===== src/rtl/debounce_multi.sv =====
// N-channel push-button debouncer: shared tick prescaler, per-channel sync + stability filter.
// Define DEBOUNCE_REPEAT_EN to add auto-repeat press pulses on held buttons.
module debounce_multi #(
   parameter int unsigned N_CH         = 4,
   parameter int unsigned TICK_DIV     = 100000,
   parameter int unsigned STABLE_TICKS = 3,
   parameter int unsigned REPEAT_DELAY = 50,
   parameter int unsigned REPEAT_RATE  = 10
) (
   input  logic            clk,
   input  logic            rst,
   input  logic [N_CH-1:0] btn_in,
   output logic [N_CH-1:0] btn_level,
   output logic [N_CH-1:0] btn_press,
   output logic [N_CH-1:0] btn_release,
   output logic            sample_tick
);

   localparam int unsigned PW = (TICK_DIV > 2) ? $clog2(TICK_DIV) : 1;
   localparam int unsigned CW = $clog2(STABLE_TICKS) + 1;
   localparam logic [PW-1:0] PRE_LAST = PW'(TICK_DIV - 1);
   localparam logic [CW-1:0] CNT_LAST = CW'(STABLE_TICKS - 1);

   if (N_CH < 1 || TICK_DIV < 2 || STABLE_TICKS < 1 || REPEAT_DELAY < 1 || REPEAT_RATE < 1)
   begin : g_bad_params
      $error("debounce_multi: parameter out of range");
   end

   logic [PW-1:0]   pre_q, pre_d;
   logic            tick_q, tick_d;
   logic [N_CH-1:0] sync1_q, sync1_d, sync2_q, sync2_d;
   logic [N_CH-1:0] level_q, level_d;
   logic [N_CH-1:0] press_q, press_d;
   logic [N_CH-1:0] rel_q, rel_d;
   logic [CW-1:0]   cnt_q [N_CH];
   logic [CW-1:0]   cnt_d [N_CH];

`ifdef DEBOUNCE_REPEAT_EN
   localparam int unsigned RMAX = (REPEAT_DELAY > REPEAT_RATE) ? REPEAT_DELAY : REPEAT_RATE;
   localparam int unsigned RW   = $clog2(RMAX + 1);
   localparam logic [RW-1:0] REP_DELAY = RW'(REPEAT_DELAY);
   localparam logic [RW-1:0] REP_RATE  = RW'(REPEAT_RATE);

   logic [RW-1:0]   rep_cnt_q [N_CH];
   logic [RW-1:0]   rep_cnt_d [N_CH];
   // armed: first repeat already issued, subsequent spacing is REPEAT_RATE
   logic [N_CH-1:0] armed_q, armed_d;
   logic [RW-1:0]   rep_nxt;
   logic [RW-1:0]   rep_target;
`endif

   always_comb begin
      pre_d   = (pre_q == PRE_LAST) ? '0 : pre_q + 1'b1;
      tick_d  = (pre_q == PRE_LAST);
      sync1_d = btn_in;
      sync2_d = sync1_q;
   end

   always_comb begin
      level_d = level_q;
      press_d = '0;
      rel_d   = '0;
      cnt_d   = cnt_q;
      for (int i = 0; i < N_CH; i++) begin
         if (tick_q) begin
            if (sync2_q[i] == level_q[i]) begin
               cnt_d[i] = '0;
            end else if (cnt_q[i] == CNT_LAST) begin
               level_d[i] = sync2_q[i];
               press_d[i] = sync2_q[i];
               rel_d[i]   = ~sync2_q[i];
               cnt_d[i]   = '0;
            end else begin
               cnt_d[i] = cnt_q[i] + 1'b1;
            end
         end
      end
`ifdef DEBOUNCE_REPEAT_EN
      rep_cnt_d  = rep_cnt_q;
      armed_d    = armed_q;
      rep_nxt    = '0;
      rep_target = '0;
      for (int i = 0; i < N_CH; i++) begin
         rep_nxt    = rep_cnt_q[i] + 1'b1;
         rep_target = armed_q[i] ? REP_RATE : REP_DELAY;
         // A tick that accepts the release must not also emit a repeat press.
         if (!level_q[i] || rel_d[i]) begin
            rep_cnt_d[i] = '0;
            armed_d[i]   = 1'b0;
         end else if (tick_q) begin
            if (rep_nxt == rep_target) begin
               press_d[i]   = 1'b1;
               rep_cnt_d[i] = '0;
               armed_d[i]   = 1'b1;
            end else begin
               rep_cnt_d[i] = rep_nxt;
            end
         end
      end
`endif
   end

   always_ff @(posedge clk or posedge rst) begin
      if (rst) begin
         pre_q   <= '0;
         tick_q  <= 1'b0;
         sync1_q <= '0;
         sync2_q <= '0;
         level_q <= '0;
         press_q <= '0;
         rel_q   <= '0;
         cnt_q   <= '{default: '0};
      end else begin
         pre_q   <= pre_d;
         tick_q  <= tick_d;
         sync1_q <= sync1_d;
         sync2_q <= sync2_d;
         level_q <= level_d;
         press_q <= press_d;
         rel_q   <= rel_d;
         cnt_q   <= cnt_d;
      end
   end

`ifdef DEBOUNCE_REPEAT_EN
   always_ff @(posedge clk or posedge rst) begin
      if (rst) begin
         rep_cnt_q <= '{default: '0};
         armed_q   <= '0;
      end else begin
         rep_cnt_q <= rep_cnt_d;
         armed_q   <= armed_d;
      end
   end
`endif

   assign btn_level   = level_q;
   assign btn_press   = press_q;
   assign btn_release = rel_q;
   assign sample_tick = tick_q;

endmodule


===== config.mk =====
export PLATFORM = sky130hd
export DESIGN_NAME = debounce_multi
export DESIGN_NICKNAME = d
export VERILOG_FILES = /design/src/rtl/debounce_multi.sv
export SDC_FILE = /design/constraint.sdc
export NUM_CORES = 1
export LEC_CHECK = 0
export CORE_MARGIN = 2
export CORE_UTILIZATION = 60
export DETAILED_ROUTE_END_ITERATION = 6
export HOLD_SLACK_MARGIN = 0.15
export PLACE_DENSITY = 0.83
export SYNTH_ARGS = -nofsm -noshare
export SYNTH_HDL_FRONTEND = slang
export SYNTH_SLANG_ARGS = --single-unit

===== constraint.sdc =====
create_clock -name clk -period 3.72 [get_ports clk]
set_input_delay 0.744 -clock clk [delete_from_list [all_inputs] [get_ports clk]]
set_output_delay 0.744 -clock clk [all_outputs]
set_load 0.03 [all_outputs]

# Word level (Yosys, flattened, before mapping)
# Index checks and enable logic that the tools add are counted.
[classes]
bitwise = 8
eq_ne = 9
mux = 33
n_addsub = 5
reduce_logical = 4
[op_table]
columns = ["op", "n"]
rows = [
  ["1-bit 2-to-1 mux", 24],
  ["3-bit 2-to-1 mux", 8],
  ["17-bit by 1-bit adder with 17-bit output, second input constant", 1],
  ["17-bit == test, second input constant", 1],
  ["17-bit 2-to-1 mux", 1],
  ["3-bit by 1-bit adder with 3-bit output, second input constant", 4],
  ["3-bit by 2-bit == test with 1-bit output, second input constant", 4],
  ["3-bit AND reduction", 4],
  ["1-bit inverter", 8],
  ["1-bit == test", 4],
]
[word_totals]
regBits = 50
out_inout_bits = 13

# Logic depth before layout (Yosys ltp)
[depth]
ltp_word = 4
mapped_depth = 6
mapped_depth_nobuf = 5

# Least setup slack after synthesis
# Ideal clock, no wire load.
[synth_timing]
path_type = "register -> register"
startpoint = "reg tick_q (netlist: sample_tick)"
endpoint = "reg level_q[0] (netlist: btn_level[0])"
stages_incl_launch_ff = 5
n_path_buf = 1
setup_ns = 0.125
t_required_ns = 3.595
t_arrival_ns = 1.412
path_slack_ns = 2.184
path_cell_list = "dfrtp_1 -> buf_4 -> inv_2 -> or3_1 -> mux2_2"
[synth_between]
elab_chain_len = 1
[synth_lines]
columns = ["item", "line_no", "text"]
rows = [
  ["start, declared", "30", "logic tick_q, tick_d;"],
  ["start signal, assigned", "115", "tick_q <= tick_d;"],
  ["3-bit AND reduction (no line)", "-", ""],
  ["end signal, assigned", "118", "level_q <= level_d;"],
  ["end, declared", "32", "logic [N_CH-1:0] level_q, level_d;"],
]
# No other way between the ends.
# A chain may end at the register's enable or synchronous reset.

# Worst setup path after layout
[layout_timing]
startpoint = "reg tick_q (netlist: sample_tick)"
endpoint = "out sample_tick"
[layout_lines]
columns = ["item", "line_no", "text"]
rows = [
  ["end, declared", "16", "output logic sample_tick"],
]
# No word-level cell between the ends.

==> reports/summary.log <==
INFO  cts            tritoncts=done
INFO  logic_synthesis syn_avg_cell_area=12.0um2
INFO  cts            cts_hold_buffers=0
INFO  die            die_area=3980um2
INFO  cts            cts_made_buffers=5
INFO  drt            ant_nets_after_route=0
INFO  power          internal_power=646uW
INFO  sta            sum_of_negative_setup_slack=0ns
INFO  sta            number_of_hold_slack_violations_in_the_final_timing_report=0
INFO  sta            slew-limit-headroom=0.351
INFO  cts            cts_max_path_buffers=2
INFO  finish         final.fill_count=268
INFO  finish         layout_commonest_cell=sky130_fd_sc_hd__dfrtp_1
INFO  critical_path  worstPathCellList=clkdlybuf4s50_1
INFO  min_path       hold_depth=0
INFO  global_route   via_count_of_the_first_global_routing_pass=1416
INFO  sta            worst-slew-pin-transition=0.972ns
INFO  cts            cts.reportedPaths.clkPinSlew=0.14ns
INFO  power          total_switching_power=180uW
INFO  critical_path  critical_path_arrival=1.64ns
INFO  drt            detailedRoute.firstPassIterationCount=4
INFO  sta            timing.final.crit_period=2.38ns
INFO  drt            route.vias.total=1343
INFO  run            drv.max_cap_violation_count=0
INFO  finish         area.growth.synth_to_final=13.6%
INFO  finish         finish.net_count=204
INFO  critical_path  crit_path_top_delay_cell=sky130_fd_sc_hd__clkdlybuf4s50_1
INFO  critical_path  worstSetupStartpointType=flop
INFO  critical_path  critPathRequiredTime=2.98ns
INFO  placement      dpl.hpwl=2510um
INFO  drt            drtIter0Drc=79
INFO  global_route   grt_antenna_before_repair=0
INFO  die            placement_rows=21
INFO  power          share_seq_of_total_power=0.666
INFO  power          p_leak=0.983nW
INFO  status         run_status=completed
INFO  finish         sequential_cell_area=1250um2
INFO  logic_synthesis yosys.cell_types.count=32
INFO  cts            htreeDepth=2
INFO  drt            post-route-drc-count=0
INFO  finish         fin_util=0.713
INFO  global_route   track_usage=0.208
INFO  power          power.share.switching=0.218
INFO  sta            timing.final.setup_violations=0
INFO  sta            rsz0062_at_grt=no
INFO  placement      port_buffers=18
INFO  sta            fin_skew=0.0179ns
INFO  logic_synthesis warnings_from_yosys=0
INFO  die            chip_width=63.1um
INFO  finish         layout-drive-gt1-share=0.106
INFO  die            initial_utilization=0.628
INFO  power          p_comb_frac=0.026
INFO  global_route   overflow=0
INFO  power          worst_ir_drop_vdd=0.331mV
INFO  critical_path  critical_path_buffers_and_inverters=1
INFO  critical_path  cp.depth=1
INFO  sta            period_share=0.640
INFO  critical_path  setup.worst_path.end_class=primary output
INFO  critical_path  crit_family=buffers and inverters
INFO  logic_synthesis postSynthNetCount=182
INFO  drt            average_vias_per_placed_instance=5.50
INFO  finish         antennaDiodeCount=0
INFO  critical_path  timing_worst_setup_path_type=flop to primary output
INFO  drt            drt-wirelength-per-cell=14.1um
INFO  cts            clk_root_buffer_cell=sky130_fd_sc_hd__clkbuf_4
INFO  power          power.density=347nW/um2
INFO  finish         layout.cells.most_common_list=sky130_fd_sc_hd__dfrtp_1, sky130_fd_sc_hd__clkdlybuf4s50_1, sky130_fd_sc_hd__xnor2_1
INFO  die            core_area=3340um2
INFO  logic_synthesis synth.cell_area=2090um2
INFO  cts            cts.repair.resized=0
INFO  critical_path  critical_path.max_fanout=10
INFO  global_route   grt_pass1_wl=6420um
INFO  sta            finalMaxSlewViolations=0
INFO  cts            insertion_delay=0.37ns
INFO  min_path       holdCritPathClass=flop to flop
INFO  sta            max_clock_freq=420MHz
INFO  critical_path  r2r_cells=5
INFO  cts            post-cts-setup-buffers=0
INFO  finish         multi_input_comb_area=797um2
INFO  logic_synthesis netlist_instances=175
INFO  logic_synthesis ys_seq_area_frac=0.597
INFO  critical_path  slowest_delay=0.74ns
INFO  logic_synthesis ys_ff_latch=50
INFO  global_route   grt_max_degree=51
INFO  die            floorplan.die.height=63.1um
INFO  drt            detail_route.wirelength=3430um
INFO  placement      gpl.final_weighted_congestion=0.882
INFO  cts            tritoncts_num_sinks=50
INFO  die            ioPinCount=19
INFO  power          share_clk_of_total_power=0.308
-- registers in the layout, summed over array words and instances (netlist names) --
register,cells
pre_q,17
sync1_q,4
btn_press,4
btn_release,4
sync2_q,4
btn_level,4
sample_tick,1
cnt_q,12
-- per-layer routing --
metal	vias to the layer above	routed length, um	track usage
li1	649	-	-
met1	669	1360	0.243
met3	8	99	0.0518
met4	0	72	0.0778
met5	-	0	0
met2	17	1900	0.370
-- path summary, 6_finish.rpt --
kind / slack, ns / from / to
min in group asynchronous: 0.90 / rst / pre_q[16]
hold / removal: 0.36 / sync1_q[0] / sync2_q[0]
max in group asynchronous: 2.20 / rst / sync1_q[1]
setup reg to reg: 2.13 / pre_q[0] / pre_q[1]
hold reg to reg: 0.36 / sync1_q[0] / sync2_q[0]
setup / recovery: 1.34 / sample_tick / sample_tick
-- through the flow --
step	setup WS, ns	cell area, um2	cells	power, mW	hold slack (ns)
2_1_floorplan	1.77	2090	175	0.574	0.331
3_5_place_dp	1.73	2320	236	0.583	0.336
3_3_place_gp	1.74	2320	236	0.581	0.332
6_report	1.34	2380	244	0.826	0.364
4_1_cts	1.31	2380	244	0.838	0.367
5_1_grt	1.24	2380	244	0.871	0.373
-- kinds of logic (layout without fill, tap and decap cells) --
family                     count (synthesis)  count (layout)  share of synthesized area
and+or+nand+nor                           66              66                      0.207
DFF                                       50              50                      0.597
AOI/OAI and AO/OA                         20              20                     0.0478
xor gates and xnor gates                  19              19                     0.0795
buffers and inverters                     11              34                     0.0221
muxes                                      8               8                     0.0406
adders and majority gates                  1               1                    0.00597
-- Yosys cell counts --
library cell | instances | area share
sky130_fd_sc_hd__nand2_1 | 5 | 0.0090
sky130_fd_sc_hd__nand3_2 | 1 | 0.0048
sky130_fd_sc_hd__nor2b_1 | 1 | 0.0030
sky130_fd_sc_hd__nand4bb_1 | 1 | 0.0054
sky130_fd_sc_hd__buf_2 | 1 | 0.0024
sky130_fd_sc_hd__inv_2 | 1 | 0.0018
sky130_fd_sc_hd__nand4_1 | 4 | 0.012
sky130_fd_sc_hd__xnor2_1 | 15 | 0.063
sky130_fd_sc_hd__nor3b_1 | 8 | 0.029
sky130_fd_sc_hd__and4_1 | 2 | 0.0084
sky130_fd_sc_hd__xor2_1 | 4 | 0.017
sky130_fd_sc_hd__nor3_2 | 1 | 0.0048
sky130_fd_sc_hd__ha_1 | 1 | 0.0060
sky130_fd_sc_hd__nor4_4 | 1 | 0.010
sky130_fd_sc_hd__or3_1 | 8 | 0.024
sky130_fd_sc_hd__nor4_1 | 1 | 0.0030
sky130_fd_sc_hd__nand4_4 | 1 | 0.010
sky130_fd_sc_hd__nor4_2 | 2 | 0.012
sky130_fd_sc_hd__o21ai_0 | 11 | 0.026
sky130_fd_sc_hd__nor2_1 | 14 | 0.025
sky130_fd_sc_hd__nand2b_1 | 4 | 0.012
sky130_fd_sc_hd__nand3_1 | 7 | 0.017
sky130_fd_sc_hd__nand3_4 | 1 | 0.0084
sky130_fd_sc_hd__clkbuf_1 | 1 | 0.0018
sky130_fd_sc_hd__dfrtp_1 | 50 | 0.60
sky130_fd_sc_hd__mux2i_1 | 4 | 0.019
sky130_fd_sc_hd__nor3_1 | 4 | 0.0096
sky130_fd_sc_hd__buf_4 | 1 | 0.0036
sky130_fd_sc_hd__mux2_2 | 4 | 0.022
sky130_fd_sc_hd__o21ai_1 | 1 | 0.0024
sky130_fd_sc_hd__inv_1 | 7 | 0.013
sky130_fd_sc_hd__a21oi_1 | 8 | 0.019
-- power by group through the flow --
| stage | Clock [mW] | Combinational [mW] | Sequential [mW] |
|---|---|---|---|
| global route | 0.295 | 0.0247 | 0.552 |
| global placement | 0 | 0.0207 | 0.561 |
| detailed placement | 0 | 0.0224 | 0.561 |
| finish | 0.254 | 0.0214 | 0.551 |
| CTS | 0.265 | 0.0225 | 0.551 |
| floorplan | 0 | 0.0131 | 0.560 |
-- layout make-up --
class                           instances  area share
Sequential cell                        50       0.526
Inverter                                8      0.0126
Clock inverter                          2     0.00526
Timing Repair Buffer                   18      0.0757
Tap cell                               46      0.0242
Multi-Input combinational cell        114       0.335
Clock buffer                            6      0.0216
No activity file was read; power rests on OpenSTA's default activity.
